--- src/rtl/icb_rr_arbiter_if.sv ---
// ICB point-to-point bundle used on both sides of the round-robin arbiter.
//   master modport : requester side (drives command, accepts response)
//   slave  modport : responder side (accepts command, drives response)
// Signals: icb_cmd_{valid,ready,addr,read,wdata,wmask},
//          icb_rsp_{valid,ready,rdata,err}
interface icb_rr_arbiter_if #(
  parameter int AW = 32,
  parameter int DW = 32
);
  logic            icb_cmd_valid;
  logic            icb_cmd_ready;
  logic [AW-1:0]   icb_cmd_addr;
  logic            icb_cmd_read;
  logic [DW-1:0]   icb_cmd_wdata;
  logic [DW/8-1:0] icb_cmd_wmask;
  logic            icb_rsp_valid;
  logic            icb_rsp_ready;
  logic [DW-1:0]   icb_rsp_rdata;
  logic            icb_rsp_err;

  modport master (
    output icb_cmd_valid, icb_cmd_addr, icb_cmd_read, icb_cmd_wdata,
           icb_cmd_wmask, icb_rsp_ready,
    input  icb_cmd_ready, icb_rsp_valid, icb_rsp_rdata, icb_rsp_err
  );

  modport slave (
    input  icb_cmd_valid, icb_cmd_addr, icb_cmd_read, icb_cmd_wdata,
           icb_cmd_wmask, icb_rsp_ready,
    output icb_cmd_ready, icb_rsp_valid, icb_rsp_rdata, icb_rsp_err
  );
endinterface

--- src/rtl/icb_rr_arbiter.sv ---
// Two-master round-robin ICB arbiter in front of a single ICB slave that
// supports one outstanding transaction. A grant is held from command
// acceptance until the response handshake completes.
// Ports:
//   clk, rst_n : clock (rising edge), asynchronous active-low reset
//   m0, m1     : requester ports (slave modport of the ICB bundle)
//   s          : shared downstream port (master modport of the ICB bundle)
//   gnt        : registered one-hot grant, 00 when idle (bit N = master N)
//   busy       : high while a transaction is in CMD or RSP
module icb_rr_arbiter #(
  parameter int AW = 32,
  parameter int DW = 32
) (
  input  logic                    clk,
  input  logic                    rst_n,
  icb_rr_arbiter_if.slave         m0,
  icb_rr_arbiter_if.slave         m1,
  icb_rr_arbiter_if.master        s,
  output logic [1:0]              gnt,
  output logic                    busy
);

  typedef enum logic [1:0] {
    IDLE = 2'd0,
    CMD  = 2'd1,
    RSP  = 2'd2
  } state_e;

  state_e state_q, state_d;
  logic [1:0] gnt_q, gnt_d;
  logic       last_q, last_d;

  // Granted master index and its muxed request signals.
  logic            sel;
  logic            sel_cmd_valid;
  logic            sel_rsp_ready;
  logic [AW-1:0]   sel_addr;
  logic            sel_read;
  logic [DW-1:0]   sel_wdata;
  logic [DW/8-1:0] sel_wmask;

  always_ff @(posedge clk or negedge rst_n) begin
    if (!rst_n) begin
      state_q <= IDLE;
      gnt_q   <= '0;
      last_q  <= 1'b1;   // m0 wins the first tie
    end else begin
      state_q <= state_d;
      gnt_q   <= gnt_d;
      last_q  <= last_d;
    end
  end

  always_comb begin
    state_d = state_q;
    gnt_d   = gnt_q;
    last_d  = last_q;

    sel           = gnt_q[1];
    sel_cmd_valid = sel ? m1.icb_cmd_valid : m0.icb_cmd_valid;
    sel_rsp_ready = sel ? m1.icb_rsp_ready : m0.icb_rsp_ready;
    sel_addr      = sel ? m1.icb_cmd_addr  : m0.icb_cmd_addr;
    sel_read      = sel ? m1.icb_cmd_read  : m0.icb_cmd_read;
    sel_wdata     = sel ? m1.icb_cmd_wdata : m0.icb_cmd_wdata;
    sel_wmask     = sel ? m1.icb_cmd_wmask : m0.icb_cmd_wmask;

    s.icb_cmd_valid = 1'b0;
    s.icb_cmd_addr  = '0;
    s.icb_cmd_read  = 1'b0;
    s.icb_cmd_wdata = '0;
    s.icb_cmd_wmask = '0;
    s.icb_rsp_ready = 1'b0;
    m0.icb_cmd_ready = 1'b0;
    m1.icb_cmd_ready = 1'b0;
    m0.icb_rsp_valid = 1'b0;
    m1.icb_rsp_valid = 1'b0;
    // Response data/error are broadcast; only rsp_valid is steered.
    m0.icb_rsp_rdata = s.icb_rsp_rdata;
    m0.icb_rsp_err   = s.icb_rsp_err;
    m1.icb_rsp_rdata = s.icb_rsp_rdata;
    m1.icb_rsp_err   = s.icb_rsp_err;

    unique case (state_q)
      IDLE: begin
        // Decision uses only the valids seen here; no valid->ready path.
        if (m0.icb_cmd_valid && m1.icb_cmd_valid) begin
          gnt_d   = last_q ? 2'b01 : 2'b10;
          state_d = CMD;
        end else if (m0.icb_cmd_valid) begin
          gnt_d   = 2'b01;
          state_d = CMD;
        end else if (m1.icb_cmd_valid) begin
          gnt_d   = 2'b10;
          state_d = CMD;
        end
      end

      CMD: begin
        s.icb_cmd_valid  = sel_cmd_valid;
        s.icb_cmd_addr   = sel_addr;
        s.icb_cmd_read   = sel_read;
        s.icb_cmd_wdata  = sel_wdata;
        s.icb_cmd_wmask  = sel_wmask;
        m0.icb_cmd_ready = !sel && s.icb_cmd_ready;
        m1.icb_cmd_ready =  sel && s.icb_cmd_ready;
        if (!sel_cmd_valid) begin
          // Requester withdrew before acceptance: abandon, keep last.
          state_d = IDLE;
          gnt_d   = '0;
        end else if (s.icb_cmd_ready) begin
          last_d  = sel;
          state_d = RSP;
        end
      end

      RSP: begin
        s.icb_rsp_ready  = sel_rsp_ready;
        m0.icb_rsp_valid = !sel && s.icb_rsp_valid;
        m1.icb_rsp_valid =  sel && s.icb_rsp_valid;
        if (s.icb_rsp_valid && sel_rsp_ready) begin
          state_d = IDLE;
          gnt_d   = '0;
        end
      end

      default: begin
        state_d = IDLE;
        gnt_d   = '0;
      end
    endcase
  end

  assign gnt  = gnt_q;
  assign busy = (state_q != IDLE);

endmodule

--- src/flat_wrapper.sv ---
// flat-port wrapper written by rule: the top's interface ports become plain ports
module icb_rr_arbiter_flat 
#(
  parameter int AW = 32,
  parameter int DW = 32
)
  (clk, rst_n, gnt, busy, m0_icb_cmd_valid, m0_icb_cmd_addr, m0_icb_cmd_read, m0_icb_cmd_wdata, m0_icb_cmd_wmask, m0_icb_rsp_ready, m0_icb_cmd_ready, m0_icb_rsp_valid, m0_icb_rsp_rdata, m0_icb_rsp_err, m1_icb_cmd_valid, m1_icb_cmd_addr, m1_icb_cmd_read, m1_icb_cmd_wdata, m1_icb_cmd_wmask, m1_icb_rsp_ready, m1_icb_cmd_ready, m1_icb_rsp_valid, m1_icb_rsp_rdata, m1_icb_rsp_err, s_icb_cmd_valid, s_icb_cmd_addr, s_icb_cmd_read, s_icb_cmd_wdata, s_icb_cmd_wmask, s_icb_rsp_ready, s_icb_cmd_ready, s_icb_rsp_valid, s_icb_rsp_rdata, s_icb_rsp_err);
  icb_rr_arbiter_if #(.AW(AW), .DW(DW)) m0_i ();
  icb_rr_arbiter_if #(.AW(AW), .DW(DW)) m1_i ();
  icb_rr_arbiter_if #(.AW(AW), .DW(DW)) s_i ();
  input  logic clk;
  input  logic rst_n;
  output logic [1:0] gnt;
  output logic busy;
  input wire logic [$bits(m0_i.icb_cmd_valid)-1:0] m0_icb_cmd_valid;
  input wire logic [$bits(m0_i.icb_cmd_addr)-1:0] m0_icb_cmd_addr;
  input wire logic [$bits(m0_i.icb_cmd_read)-1:0] m0_icb_cmd_read;
  input wire logic [$bits(m0_i.icb_cmd_wdata)-1:0] m0_icb_cmd_wdata;
  input wire logic [$bits(m0_i.icb_cmd_wmask)-1:0] m0_icb_cmd_wmask;
  input wire logic [$bits(m0_i.icb_rsp_ready)-1:0] m0_icb_rsp_ready;
  output wire logic [$bits(m0_i.icb_cmd_ready)-1:0] m0_icb_cmd_ready;
  output wire logic [$bits(m0_i.icb_rsp_valid)-1:0] m0_icb_rsp_valid;
  output wire logic [$bits(m0_i.icb_rsp_rdata)-1:0] m0_icb_rsp_rdata;
  output wire logic [$bits(m0_i.icb_rsp_err)-1:0] m0_icb_rsp_err;
  input wire logic [$bits(m1_i.icb_cmd_valid)-1:0] m1_icb_cmd_valid;
  input wire logic [$bits(m1_i.icb_cmd_addr)-1:0] m1_icb_cmd_addr;
  input wire logic [$bits(m1_i.icb_cmd_read)-1:0] m1_icb_cmd_read;
  input wire logic [$bits(m1_i.icb_cmd_wdata)-1:0] m1_icb_cmd_wdata;
  input wire logic [$bits(m1_i.icb_cmd_wmask)-1:0] m1_icb_cmd_wmask;
  input wire logic [$bits(m1_i.icb_rsp_ready)-1:0] m1_icb_rsp_ready;
  output wire logic [$bits(m1_i.icb_cmd_ready)-1:0] m1_icb_cmd_ready;
  output wire logic [$bits(m1_i.icb_rsp_valid)-1:0] m1_icb_rsp_valid;
  output wire logic [$bits(m1_i.icb_rsp_rdata)-1:0] m1_icb_rsp_rdata;
  output wire logic [$bits(m1_i.icb_rsp_err)-1:0] m1_icb_rsp_err;
  output wire logic [$bits(s_i.icb_cmd_valid)-1:0] s_icb_cmd_valid;
  output wire logic [$bits(s_i.icb_cmd_addr)-1:0] s_icb_cmd_addr;
  output wire logic [$bits(s_i.icb_cmd_read)-1:0] s_icb_cmd_read;
  output wire logic [$bits(s_i.icb_cmd_wdata)-1:0] s_icb_cmd_wdata;
  output wire logic [$bits(s_i.icb_cmd_wmask)-1:0] s_icb_cmd_wmask;
  output wire logic [$bits(s_i.icb_rsp_ready)-1:0] s_icb_rsp_ready;
  input wire logic [$bits(s_i.icb_cmd_ready)-1:0] s_icb_cmd_ready;
  input wire logic [$bits(s_i.icb_rsp_valid)-1:0] s_icb_rsp_valid;
  input wire logic [$bits(s_i.icb_rsp_rdata)-1:0] s_icb_rsp_rdata;
  input wire logic [$bits(s_i.icb_rsp_err)-1:0] s_icb_rsp_err;
  assign m0_i.icb_cmd_valid = m0_icb_cmd_valid;
  assign m0_i.icb_cmd_addr = m0_icb_cmd_addr;
  assign m0_i.icb_cmd_read = m0_icb_cmd_read;
  assign m0_i.icb_cmd_wdata = m0_icb_cmd_wdata;
  assign m0_i.icb_cmd_wmask = m0_icb_cmd_wmask;
  assign m0_i.icb_rsp_ready = m0_icb_rsp_ready;
  assign m0_icb_cmd_ready = m0_i.icb_cmd_ready;
  assign m0_icb_rsp_valid = m0_i.icb_rsp_valid;
  assign m0_icb_rsp_rdata = m0_i.icb_rsp_rdata;
  assign m0_icb_rsp_err = m0_i.icb_rsp_err;
  assign m1_i.icb_cmd_valid = m1_icb_cmd_valid;
  assign m1_i.icb_cmd_addr = m1_icb_cmd_addr;
  assign m1_i.icb_cmd_read = m1_icb_cmd_read;
  assign m1_i.icb_cmd_wdata = m1_icb_cmd_wdata;
  assign m1_i.icb_cmd_wmask = m1_icb_cmd_wmask;
  assign m1_i.icb_rsp_ready = m1_icb_rsp_ready;
  assign m1_icb_cmd_ready = m1_i.icb_cmd_ready;
  assign m1_icb_rsp_valid = m1_i.icb_rsp_valid;
  assign m1_icb_rsp_rdata = m1_i.icb_rsp_rdata;
  assign m1_icb_rsp_err = m1_i.icb_rsp_err;
  assign s_icb_cmd_valid = s_i.icb_cmd_valid;
  assign s_icb_cmd_addr = s_i.icb_cmd_addr;
  assign s_icb_cmd_read = s_i.icb_cmd_read;
  assign s_icb_cmd_wdata = s_i.icb_cmd_wdata;
  assign s_icb_cmd_wmask = s_i.icb_cmd_wmask;
  assign s_icb_rsp_ready = s_i.icb_rsp_ready;
  assign s_i.icb_cmd_ready = s_icb_cmd_ready;
  assign s_i.icb_rsp_valid = s_icb_rsp_valid;
  assign s_i.icb_rsp_rdata = s_icb_rsp_rdata;
  assign s_i.icb_rsp_err = s_icb_rsp_err;
  icb_rr_arbiter #(.AW(AW), .DW(DW)) u_core (.clk(clk), .rst_n(rst_n), .m0(m0_i), .m1(m1_i), .s(s_i), .gnt(gnt), .busy(busy));
endmodule
--- config.mk ---
export PLATFORM = sky130hd
export DESIGN_NAME = icb_rr_arbiter_flat
export DESIGN_NICKNAME = d
export VERILOG_FILES = /design/src/rtl/icb_rr_arbiter_if.sv /design/src/rtl/icb_rr_arbiter.sv /design/src/flat_wrapper.sv
export SDC_FILE = /design/constraint.sdc
export NUM_CORES = 1
export LEC_CHECK = 0
export BUFFER_PORTS_ARGS = -buffer_cell sky130_fd_sc_hd__buf_2
export CORE_AREA = 2 2 126 128
export CTS_BUF_LIST = sky130_fd_sc_hd__clkbuf_16
export CTS_CLUSTER_DIAMETER = 50
export DETAILED_ROUTE_END_ITERATION = 10
export DIE_AREA = 0 0 128 130
export PLACE_DENSITY = 0.54
export SLEW_MARGIN = 40
export SYNTH_ARGS = -nofsm -noshare
export SYNTH_HDL_FRONTEND = slang
export SYNTH_SLANG_ARGS = --single-unit
--- constraint.sdc ---
create_clock -name clk -period 3.18 [get_ports clk]
set_input_delay 0.318 -clock clk [delete_from_list [all_inputs] [get_ports clk]]
set_output_delay 0.318 -clock clk [all_outputs]
set_load 0.005 [all_outputs]
==> flow_summary.toml <==
[clock_tree]
number_of_buffers_added_to_fix_hold_violations_after_cts = 1
numClockSinks = 5
cts_root_buffer = "clkbuf_16"
number_of_buffers_created_by_cts = 3
clock_latency_ns = 0.23
postCtsSetupRepairBufs = 0
clock_tree.buffer_depth = 2
cts.reportedPaths.clkPinSlew_ns = 0.03
tritoncts = "yes"
ctsHtreeMaxLevel = 1
post_cts_resize_count = 0

[run_status]
outcome = "complete, no violations"

[die]
die_height_um = 130
fp.dieW_um = 128
design.die.area_um2 = 16600
rows = 46
num_io_pins = 323
core-area_um2 = 15400
start_util_pct = 12.4

[place]
numPortBuffers = 223
numPlacedInstances = 594
detailed_place_hpwl_um = 6400
pre_cts_ws_ns = 1.23
gp_congestion = 0.760

[setup_path]
endpoint_kind = "primary output"
critical_path_start_end_classification = "flip-flop to primary output"
critical_path.slowest_cell = "dfrtp_4"
slowest_delay_ns = 0.83
worstPathCellList = "buf_12 -> mux2i_1 -> nor2_1 -> buf_2"
timing.critical_path.from_type = "flip-flop"
worst-endpoint-arrival_ns = 1.86
timing.critical_path.required_ns = 2.86
critical_path_peak_fanout = 39

[timing]
final_worst_path_cycle_share_pct = 68.4
final_hold_violations = 0
timing.setup.tns_ns = 0
worst_case_setup_margin_in_the_final_layout_ns = 1.01
slew_headroom_pct = 56.9
tightest_slew_ns = 0.646
rsz0062_at_grt = "no"
maxClockFrequency_mhz = 460
layout_min_cycle_time_ns = 2.17
timing.final.max_slew_violations = 0
final.setup_skew_ns = 0.00235
count_of_endpoints_failing_setup_in_the_final_report = 0

[finish]
layout_commonest_cell = "buf_2"
most-common-layout-cells = "223 x buf_2, 72 x nor2_1, 71 x mux2i_1"
fraction_of_layout_instances_using_a_drive_strength_above_1_pct = 57.2
utilization_pct = 17.9
area_delta_synth_final_pct = 44.3
num-nets-final = 587
instances_no_fill = 599
antenna-diode-count = 0
filler_cell_count = 1797

[power]
totalPowerFinal_uw = 1910
leakagePower_uw = 0.00156
power_density_cells_nw_per_um2 = 691
ir_worst_vdd_mv = 0.274

[drt]
route.vias.total = 2215
drt_pre_antenna_iters = 4
drc = 0
drt_first_iter_violations = 29
post_drt_wl_per_cell_um = 12.3
final_antenna_net_count = 0
route.final.wire_length_um = 7340
avgViaCountPerCell = 3.70

[yosys]
synth.largest_area_cell = "mux2i_1"
netlist_instances = 258
synthesized_area_fraction_occupied_by_xor_and_xnor_cells_pct = 0
average_instance_area_after_synthesis_um2 = 7.43
synth_fa_ha_area_share_pct = 0
synth.area.top_cells = "mux2i_1 37%, buf_4 27%, nor2_1 14%"
synth_compound_gate_area_share_pct = 4.11
synth_simple_gate_area_share_pct = 18.1
synth.area.mux_share_pct = 37.1
synth_top_family_by_area = "multiplexers"
synth-seq-area-share_pct = 6.59
synth_seq_cells = 5
synth_top_cell_area_share_pct = 37.1
yosysWarningCount = 0
synth_cell_types = 24
postSynthNetCount = 437
synth_area_um2 = 1920

[global_routing]
global_route.overflow_total = 0
grt_pass1_vias = 1814
maximum_number_of_pins_on_one_net_before_global_route_repair = 40
grt_util_all_layers_pct = 7.02
antenna_violations_before_repair = 0
grt_pass1_wl_um = 9140

[hold_path]
min-delay-path-class = "input pin to flip-flop"

[run]
max-cap-violations = 0
critical path, delay by kind of cell (launching register included):
kind	cells	cell delay (ns)
buf+inv	2	0.46
flops	1	0.83
mux	1	0.23
simple gates	1	0.05
layer usage:
layer | vias up | track usage, % | wire length, µm
met4 | 0 | 1.23 | 46
met2 | 224 | 14.2 | 3750
li1 | 1086 | - | -
met1 | 896 | 6.49 | 2390
met5 | - | 0 | 0
met3 | 9 | 3.28 | 1150
synth_stat cells:
cell type / number
nor2_1: 72
mux2i_1: 71
buf_4: 68
buf_6: 9
buf_2: 5
inv_1: 5
and3_1: 4
dfrtp_1: 4
nor2b_1: 3
a21oi_1: 2
nand2b_1: 2
a22o_1: 1
a31oi_1: 1
dfstp_2: 1
nand2_1: 1
nand3_1: 1
nor3_1: 1
o211ai_1: 1
o211ai_2: 1
o21a_1: 1
o221ai_1: 1
o2bb2ai_1: 1
o32ai_1: 1
or3_1: 1
sequential cells by signal (all words and copies together), names as in the netlist:
| register | cells |
|---|---|
| u_core.last_q | 1 |
| u_core.state_q | 2 |
| u_core.gnt | 2 |
per-stage QoR:
step                      hold WS (ns)  instance area, µm²
after floorplan                 0.0224                1920
after global placement           0.149                2680
after detailed placement         0.149                2680
after CTS                        0.405                2770
after global routing             0.416                2770
final                            0.413                2770
kinds of logic after synthesis:
group	count (synthesis)
buffers and inverters	87
and+or+nand+nor	85
DFF	5
muxes	71
AOI/OAI and AO/OA	10
where the power goes:
part	switching (µW)	internal [µW]
clock network	40.0	163
registers	145	101
logic	705	757
total	890	1020
path summary, 6_finish.rpt:
| path | from | endpoint | slack, ns | cells past startpoint |
|---|---|---|---|---|
| min in group asynchronous | rst_n | u_core.state_q[1] | 0.44 | 2 |
| worst max-delay path | u_core.gnt[1] | s_icb_cmd_addr[4] | 1.01 | 4 |
| worst max register to register | u_core.gnt[1] | u_core.gnt[1] | 1.34 | 3 |
| worst min register to register | u_core.last_q | u_core.last_q | 0.49 | 1 |
| worst min-delay path | m1_icb_cmd_valid | u_core.gnt[1] | 0.41 | 3 |
| max in group asynchronous | rst_n | u_core.last_q | 2.51 | 2 |
layout make-up:
type	count	area (µm²)	area share, %
inverter	5	18.8	0.678
multi-input combinational	166	1140	41.1
timing repair buffer	227	1160	42.0
clock buffer	3	75.1	2.71
clock inverter	1	3.75	0.136
sequential	5	130	4.70
tap	192	240	8.68
No activity file was read; power rests on OpenSTA's default activity.
